===== src/rtl/grid_click_decoder.sv =====
// rtl/grid_click_decoder.sv - mouse pixel click to packed board cell index with phase-steered pulse
module grid_click_decoder #(
    parameter int X0   = 64,
    parameter int Y0   = 64,
    parameter int CELL = 48,
    parameter int GRID = 10
) (
    input  logic        clk,
    input  logic        rst,
    input  logic [11:0] xpos,
    input  logic [11:0] ypos,
    input  logic        left,
    input  logic        enable,
    input  logic        phase,
    output logic [7:0]  mouse_pos,
    output logic        pick_ship,
    output logic        fire,
    output logic        busy
);

    // 13-bit bounds so the far grid edge cannot wrap for any 12-bit origin
    localparam logic [12:0] X_LO   = 13'(X0);
    localparam logic [12:0] X_HI   = 13'(X0 + GRID * CELL);
    localparam logic [12:0] Y_LO   = 13'(Y0);
    localparam logic [12:0] Y_HI   = 13'(Y0 + GRID * CELL);
    localparam logic [11:0] X0_W   = 12'(X0);
    localparam logic [11:0] Y0_W   = 12'(Y0);
    localparam logic [11:0] CELL_W = 12'(CELL);

    typedef enum logic [2:0] {
        S_IDLE,
        S_RANGE,
        S_DIV,
        S_EMIT,
        S_WAIT_REL
    } state_t;

    state_t      state;
    state_t      state_nxt;
    logic        left_d;
    logic [11:0] x_q;
    logic [11:0] y_q;
    logic        ph_q;
    logic [11:0] dx;
    logic [11:0] dy;
    logic [3:0]  row;
    logic [3:0]  col;
    logic        click;
    logic        out_of_grid;
    logic        div_done;
    logic        emit_now;

    assign click       = left & ~left_d;
    assign out_of_grid = ({1'b0, x_q} < X_LO) || ({1'b0, x_q} >= X_HI) ||
                         ({1'b0, y_q} < Y_LO) || ({1'b0, y_q} >= Y_HI);
    assign div_done    = (dx < CELL_W) && (dy < CELL_W);
    // Dropping enable on the finishing DIV cycle suppresses the pulse too
    assign emit_now    = (state == S_DIV) && div_done && enable;

    always_ff @(posedge clk) begin
        if (!rst) begin
            state <= S_IDLE;
        end else begin
            state <= state_nxt;
        end
    end

    always_comb begin
        state_nxt = state;
        case (state)
            S_IDLE: begin
                if (click && enable) begin
                    state_nxt = S_RANGE;
                end
            end
            S_RANGE: begin
                if (!enable || out_of_grid) begin
                    state_nxt = S_WAIT_REL;
                end else begin
                    state_nxt = S_DIV;
                end
            end
            S_DIV: begin
                if (!enable) begin
                    state_nxt = S_WAIT_REL;
                end else if (div_done) begin
                    state_nxt = S_EMIT;
                end
            end
            S_EMIT: begin
                state_nxt = S_WAIT_REL;
            end
            S_WAIT_REL: begin
                if (!left) begin
                    state_nxt = S_IDLE;
                end
            end
            default: begin
                state_nxt = S_IDLE;
            end
        endcase
    end

    always_comb begin
        busy = (state != S_IDLE);
    end

    always_ff @(posedge clk) begin
        if (!rst) begin
            left_d    <= 1'b0;
            x_q       <= '0;
            y_q       <= '0;
            ph_q      <= 1'b0;
            dx        <= '0;
            dy        <= '0;
            row       <= '0;
            col       <= '0;
            mouse_pos <= 8'h00;
            pick_ship <= 1'b0;
            fire      <= 1'b0;
        end else begin
            left_d <= left;
            case (state)
                S_IDLE: begin
                    if (click && enable) begin
                        x_q  <= xpos;
                        y_q  <= ypos;
                        ph_q <= phase;
                    end
                end
                S_RANGE: begin
                    dx  <= x_q - X0_W;
                    dy  <= y_q - Y0_W;
                    row <= '0;
                    col <= '0;
                end
                S_DIV: begin
                    // x and y reduce independently; a pixel on a boundary lands in the higher cell
                    if (dx >= CELL_W) begin
                        dx  <= dx - CELL_W;
                        col <= col + 4'd1;
                    end
                    if (dy >= CELL_W) begin
                        dy  <= dy - CELL_W;
                        row <= row + 4'd1;
                    end
                end
                default: begin
                end
            endcase
            if (emit_now) begin
                mouse_pos <= {row, col};
            end
            pick_ship <= emit_now & ~ph_q;
            fire      <= emit_now & ph_q;
        end
    end

endmodule


===== config.mk =====
export PLATFORM = sky130hd
export DESIGN_NAME = grid_click_decoder
export DESIGN_NICKNAME = d
export VERILOG_FILES = /design/src/rtl/grid_click_decoder.sv
export SDC_FILE = /design/constraint.sdc
export NUM_CORES = 1
export LEC_CHECK = 0
export CAP_MARGIN = 10
export CORE_ASPECT_RATIO = 1.2
export CORE_MARGIN = 2
export CORE_UTILIZATION = 58
export CTS_CLUSTER_SIZE = 30
export DETAILED_ROUTE_END_ITERATION = 10
export GPL_ROUTABILITY_DRIVEN = 1
export GPL_TIMING_DRIVEN = 0
export PLACE_DENSITY = 0.89
export SLEW_MARGIN = 5
export SYNTH_ARGS = -nofsm -noshare
export SYNTH_HDL_FRONTEND = slang
export SYNTH_SLANG_ARGS = --single-unit
export TNS_END_PERCENT = 30

===== constraint.sdc =====
create_clock -name clk -period 3.5 [get_ports clk]
set_input_delay 0.525 -clock clk [delete_from_list [all_inputs] [get_ports clk]]
set_output_delay 0.525 -clock clk [all_outputs]
set_load 0.05 [all_outputs]

==> results of run 1 <==
-- power by group through the flow --
stage | sequential (W) | clock (W) | combinational (W)
after floorplan | 0.000676 | 0 | 0.000130
final | 0.000669 | 0.000400 | 0.000189
after global routing | 0.000672 | 0.000421 | 0.000207
after detailed placement | 0.000683 | 0 | 0.000186
after CTS | 0.000668 | 0.000395 | 0.000187
after global placement | 0.000681 | 0 | 0.000181
-- final timing paths --
| check | from | endpoint | depth (start not counted) |
|---|---|---|---|
| max | state[1]$_SDFFE_PN0P_ | busy | 3 |
| min | mouse_pos[1]$_SDFFE_PN0N_ | mouse_pos[1]$_SDFFE_PN0N_ | 2 |
| max reg2reg | dy[4]$_SDFFE_PN0P_ | pick_ship$_SDFF_PN0_ | 5 |
| min reg2reg | mouse_pos[1]$_SDFFE_PN0N_ | mouse_pos[1]$_SDFFE_PN0N_ | 2 |
-- cell type report --
type                       count  area [um2]  share of cell area
clock buffer                   7        96.3              0.0276
sequential                    55        1100               0.316
clock inverter                 1        7.51             0.00215
inverter                       4        15.0             0.00431
multi-input combinational    245        1750               0.501
timing repair buffer          31         310              0.0890
buffer                        25         134              0.0384
tap                           60        75.1              0.0215
-- stage by stage --
step                setup WS (ns)  power, W  cell area, um2
floorplan                    1.67  0.000806            3000
detailed placement           1.07  0.000869            3380
global placement             1.09  0.000862            3380
finish                       1.13   0.00126            3490
CTS                          1.13   0.00125            3490
global route                 1.09   0.00130            3490
-- synth_stat cells (6+ instances only) --
cell type | instances | area share
nor2b_1 | 18 | 0.038
dfxtp_1 | 55 | 0.37
nand2b_1 | 7 | 0.015
mux2i_1 | 23 | 0.077
nor3_1 | 7 | 0.012
a21boi_1 | 13 | 0.033
a21oi_1 | 11 | 0.018
nand3_1 | 14 | 0.023
nor2_1 | 14 | 0.018
o21ai_0 | 9 | 0.015
o21ai_1 | 13 | 0.022
o22ai_1 | 6 | 0.013
nand2_1 | 14 | 0.018
clkbuf_1 | 15 | 0.019
ha_1 | 8 | 0.033
-- layer usage --
metal  GRT usage  part of all wire  vias to the layer above
met5           0                 0                        -
met4       0.100             0.015                        0
met3      0.0461             0.061                       10
met2       0.486              0.49                      109
met1       0.320              0.43                     1246
li1            -                 -                     1294
-- cell usage in the layout, fill, tap and decap left out, types with 3 or more instances in the layout --
master / n
or4_1: 5
ha_1: 8
a22oi_1: 4
a21oi_1: 11
nand2_1: 14
and2_1: 3
o211ai_1: 4
o21a_1: 5
inv_1: 4
nor2b_1: 18
nand3_1: 14
nor2_1: 14
xor2_1: 3
clkbuf_8: 7
a21o_1: 3
clkbuf_1: 15
nor4_2: 3
a21boi_1: 13
o31ai_1: 5
mux2i_1: 23
buf_2: 5
o21ai_1: 13
dfxtp_1: 55
clkdlybuf4s50_1: 31
o22ai_1: 6
and3_1: 5
a211oi_1: 5
nand2b_1: 7
nor3b_1: 5
buf_6: 4
nor3_1: 7
o21ai_0: 9
-- logic make-up after synthesis --
kind of cell / Yosys count / synth area share
simple gates: 113 / 0.235
buf+inv: 29 / 0.0497
flops: 55 / 0.367
mux: 23 / 0.0768
xor+xnor: 4 / 0.0117
fa+ha+maj: 8 / 0.0334
compound gates: 97 / 0.225
-- state kept, by name, indices dropped and copies added, names as in the netlist, 3 cells and up --
name and cells:
y_q 8, state 3, dy 8, dx 8, col 4, row 4
mouse_pos 8, x_q 8
-- worst min-delay path: stages, from the launching register on --
cell and delay [ns]:
dfxtp_1 0.33, o21ai_2 0.05, a21boi_1 0.05
==> impl_metrics.csv, run 1 <==
group,metric,value,unit
sta,hold_slack,0.470,ns
power,power_density,361,nW/um2
place,dp_hpwl,5230,um
floorplan,start_util,0.607,
final_layout,fillers,429,
worst_setup_path,critical_path_class,"reg2out",
worst_setup_path,cp-end-kind,"primary output",
final_layout,final_cells,428,
logic_synthesis,netlist_area,3000,um2
clock_tree,clock_latency,0.31,ns
logic_synthesis,ys_seq_area_frac,0.367,
worst_setup_path,critPathRequiredTime,2.97,ns
floorplan,die_w,69.6,um
final_layout,syn_to_final_growth,16.3,%
power,p_sw,0.000346,W
clock_tree,clockRootBuffer,"clkbuf_8",
sta,rsz0062_at_grt,"false",
sta,finalCritPeriodShare,0.677,
logic_synthesis,avgSynthCellArea,9.11,um2
floorplan,design.core.area,4940,um2
power,leakagePower,1.39,nW
sta,setup_tns,0,ns
worst_setup_path,critPathMaxFanout,9,
grt,grt_first_pass_wirelength,12200,um
power,p_clk_frac,0.318,
final_layout,fin_util,0.706,
power,p_int,0.000912,W
grt,grt_remaining_overflow,0,
grt,grt_max_degree,17,
grt,grt_usage,0.267,
power,ir_worst_vdd,0.311,mV
logic_synthesis,synth_cell_types,59,
logic_synthesis,synth_edf_count,0,
clock_tree,cts_max_level,2,
run,max_cap_viol_count,0,
worst_setup_path,crit_path_max_incr_delay,0.71,ns
logic_synthesis,syn_inst,329,
drt,wl,7300,um
power,p_seq_frac,0.532,
place,portBuffers,31,
worst_setup_path,path_delay_family,"buffers and inverters",
drt,antenna_left,0,
logic_synthesis,async_flop_share,0,
place,place_inst,420,
logic_synthesis,synth_nets,366,
place,place.gp.congestion,0.900,
power,swShare,0.275,
sta,fmax,0.422,GHz
clock_tree,cts_tree,"yes",
power,comb_power_share,0.150,
drt,dr.pass1.iters,5,
clock_tree,cts_sinks,55,
logic_synthesis,ys_warn_count,0,
floorplan,dieArea,5760,um2
worst_setup_path,worstPathCellList,"buf_4 -> or3_1 -> clkdlybuf4s50_1",
floorplan,io_pins,40,
sta,final-max-slew-violation-count,0,
final_layout,n_antenna_cell,0,
final_layout,nNetsFinal,404,
worst_setup_path,rrSetupSlack,1.46,ns
min_path,hold_class,"reg2reg",
worst_setup_path,critPathLaunchType,"flop",
worst_setup_path,crit_buf_inv,2,
logic_synthesis,synth-main-ff-cell,"dfxtp_1",
sta,slew_headroom,0.581,
clock_tree,postCtsSetupBuffers,0,
final_layout,drive_above_1_share,0.0897,
drt,wl_per_cell,17.0,um
clock_tree,post_cts_resized,0,
drt,drt_iter0_markers,207,
clock_tree,path_clk_slew,0.10,ns
logic_synthesis,ys_ff_latch,55,
floorplan,placementRows,28,
sta,tightest_slew,0.625,ns
floorplan,die_y,82.7,um
drt,drc,0,
sta,period_minus_slack,2.37,ns
clock_tree,cts_max_path_buffers,2,
sta,clock_skew,0.0106,ns
worst_setup_path,slowest_stage,"clkdlybuf4s50_1",
clock_tree,ctsHoldBuffers,0,
worst_setup_path,critPathArrivalTime,1.84,ns
grt,grt_pass1_vias,2566,
grt,antenna_found_initial,0,
sta,setup_viol,0,
run_status,status,"finished, final reports clean",
drt,vias,2659,
sta,finalHoldViolCount,0,
drt,routed_via_density,6.21,
clock_tree,numCtsBuffers,5,
Note: power is estimated with default switching activity, not from simulation.
==> run 2, diff against run 1 <==
CORE_UTILIZATION = 49   (was 58)
PLACE_DENSITY = 0.8   (was 0.89)
clock period = 1.92 ns   (was 3.5 ns; I/O delays follow)
==> run 2 against run 1 <==
Total power grew 91%. Sequential power grew 82%. Count of clock-buffer cells in the layout shrank 2. Critical path type is now reg2reg. Critical endpoint is now mouse_pos[3]$_SDFFE_PN0N_. Highest routed layer unchanged.
==> impl_metrics.csv, run 2 (synthesis gave the netlist of run 1 again) <==
group,metric,value,unit
run_status,status,"finished, final reports clean",
clock_tree,cts_max_level,2,
clock_tree,ctsHoldBuffers,0,
final_layout,final_common_cell,"dfxtp_1",
sta,finalHoldViolCount,0,
clock_tree,clock_latency,0.32,ns
grt,grt_max_degree,19,
drt,routed.top_layer,"met4",
floorplan,design.core.area,5970,um2
place,preCtsSetupSlack,-0.282,ns
clock_tree,cts_tree,"yes",
sta,tightest_slew,0.572,ns
drt,wl_per_cell,16.0,um
final_layout,mostFrequentLayoutCells,"51 x dfxtp_1, 30 x clkdlybuf4s50_1, 23 x mux2i_1, 18 x nor2b_1",
floorplan,placementRows,31,
drt,wl_met1,3090,um
worst_setup_path,cp-end-kind,"flop",
sta,finalCritPeriodShare,0.982,
sta,slew_headroom,0.618,
place,portBuffers,31,
clock_tree,cts_max_path_buffers,2,
sta,fin_ws,0.0353,ns
grt,grt_usage,0.238,
sta,clock_skew,0.0125,ns
place,place.gp.congestion,0.947,
power,power_density,666,nW/um2
power,leakagePower,1.41,nW
floorplan,io_pins,40,
run,max_cap_viol_count,0,
drt,wl,7270,um
floorplan,dieArea,6760,um2
final_layout,fillers,570,
drt,drt_iter0_markers,173,
drt,dr_wl_met2,3560,um
power,ir_worst_vdd,0.402,mV
grt,grt_pass1_vias,2633,
drt,drc,0,
floorplan,die_w,75.4,um
sta,fmax,0.531,GHz
final_layout,n_antenna_cell,0,
drt,vias,2691,
clock_tree,numCtsBuffers,5,
worst_setup_path,critPathArrivalTime,2.11,ns
worst_setup_path,critPathRequiredTime,2.15,ns
drt,routed_via_density,5.94,
worst_setup_path,critPathLaunchType,"flop",
place,dp_hpwl,5070,um
worst_setup_path,crit_path_max_incr_delay,0.52,ns
final_layout,seq_area,1110,um2
grt,grt_first_pass_wirelength,12500,um
worst_setup_path,slowest_stage,"or4_4",
final_layout,syn_to_final_growth,20.1,%
final_layout,nNetsFinal,407,
floorplan,die_y,89.7,um
floorplan,start_util,0.502,
drt,wl_met3,461,um
drt,antenna_left,0,
sta,rsz0062_at_grt,"true",
final_layout,drive_above_1_share,0.127,
clock_tree,path_clk_slew,0.12,ns
sta,final-max-slew-violation-count,0,
sta,setup_viol,0,
grt,antenna_found_initial,0,
final_layout,multi_input_comb_area,1790,um2
grt,grt_remaining_overflow,0,
min_path,hold_class,"reg2reg",
worst_setup_path,crit_buf_inv,1,
drt,dr.pass1.iters,5,
worst_setup_path,critPathMaxFanout,8,
power,total_power,0.00240,W
clock_tree,clockRootBuffer,"clkbuf_8",
sta,period_minus_slack,1.88,ns
clock_tree,cts_sinks,55,
worst_setup_path,critical_path_class,"reg2reg",
worst_setup_path,path_delay_family,"simple AND/OR/NAND/NOR gates",
worst_setup_path,worstPathCellList,"ha_4 -> or4_4 -> or3_4 -> buf_6 -> o21ai_2 -> a21boi_1",
[run 2: cell count changes in the layout (fill, tap and decap cells not counted), moves of 2 or more]
cell,change
clkbuf_8,-2
o21ai_2,+2
dfxtp_2,+3
o21ai_1,-2
ha_1,-2
dfxtp_1,-4
buf_4,+2
[run 2: power by group]
part | leakage (nW) | total, W | internal [W] | switching (W)
clock network | 0.0548 | 0.000817 | 0.000394 | 0.000423
logic | 0.909 | 0.000360 | 0.000170 | 0.000190
registers | 0.448 | 0.00122 | 0.00117 | 0.0000463
total | 1.41 | 0.00240 | 0.00174 | 0.000659
[run 2: metrics by stage]
| step | util | hold slack, ns | area (um2) | setup TNS, ns | cells |
|---|---|---|---|---|---|
| after floorplan | - | 0.410 | 3000 | 0 | 329 |
| after global placement | 0.571 | 0.444 | 3410 | -3.43 | 442 |
| after detailed placement | 0.571 | 0.454 | 3410 | -3.85 | 442 |
| after CTS | 0.594 | 0.468 | 3550 | 0 | 452 |
| after global routing | 0.602 | 0.505 | 3600 | -0.193 | 453 |
| final | 0.602 | 0.466 | 3600 | 0 | 453 |
[run 2: worst reg2reg max path, cell delays in order, from the launching register on]
cell and delay, ns:
dfxtp_4 0.39, ha_4 0.18, or4_4 0.52, or3_4 0.38
buf_6 0.14, o21ai_2 0.12, a21boi_1 0.07
[run 2: path summary, 6_finish.rpt]
path,start,cells past startpoint,slack [ns],endpoint
max,dx[4]$_SDFFE_PN0P_,6,0.04,mouse_pos[3]$_SDFFE_PN0N_
max reg2reg,dx[4]$_SDFFE_PN0P_,6,0.04,mouse_pos[3]$_SDFFE_PN0N_
min,mouse_pos[1]$_SDFFE_PN0N_,2,0.47,mouse_pos[1]$_SDFFE_PN0N_
min reg2reg,mouse_pos[1]$_SDFFE_PN0N_,2,0.47,mouse_pos[1]$_SDFFE_PN0N_
[run 2: timing repair]
item,in CTS,in global routing
gates resized for setup,4,14
setup buffers,2,1
cloned,0,0
pin swaps,1,1
setup endpoints to repair,12,22
[run 2: metal layers]
metal | vias up | GRT usage
met5 | - | 0
met4 | 0 | 0.0877
met3 | 17 | 0.0402
met2 | 114 | 0.404
met1 | 1257 | 0.302
li1 | 1303 | -
[run 2: layout make-up]
cell class                      instances  share of cell area
Clock inverter                          3              0.0129
Multi-Input combinational cell        245               0.497
Clock buffer                            5              0.0191
Timing Repair Buffer                   34              0.0921
Tap cell                               82              0.0285
Buffer                                 25              0.0386
Inverter                                4             0.00417
Sequential cell                        55               0.308
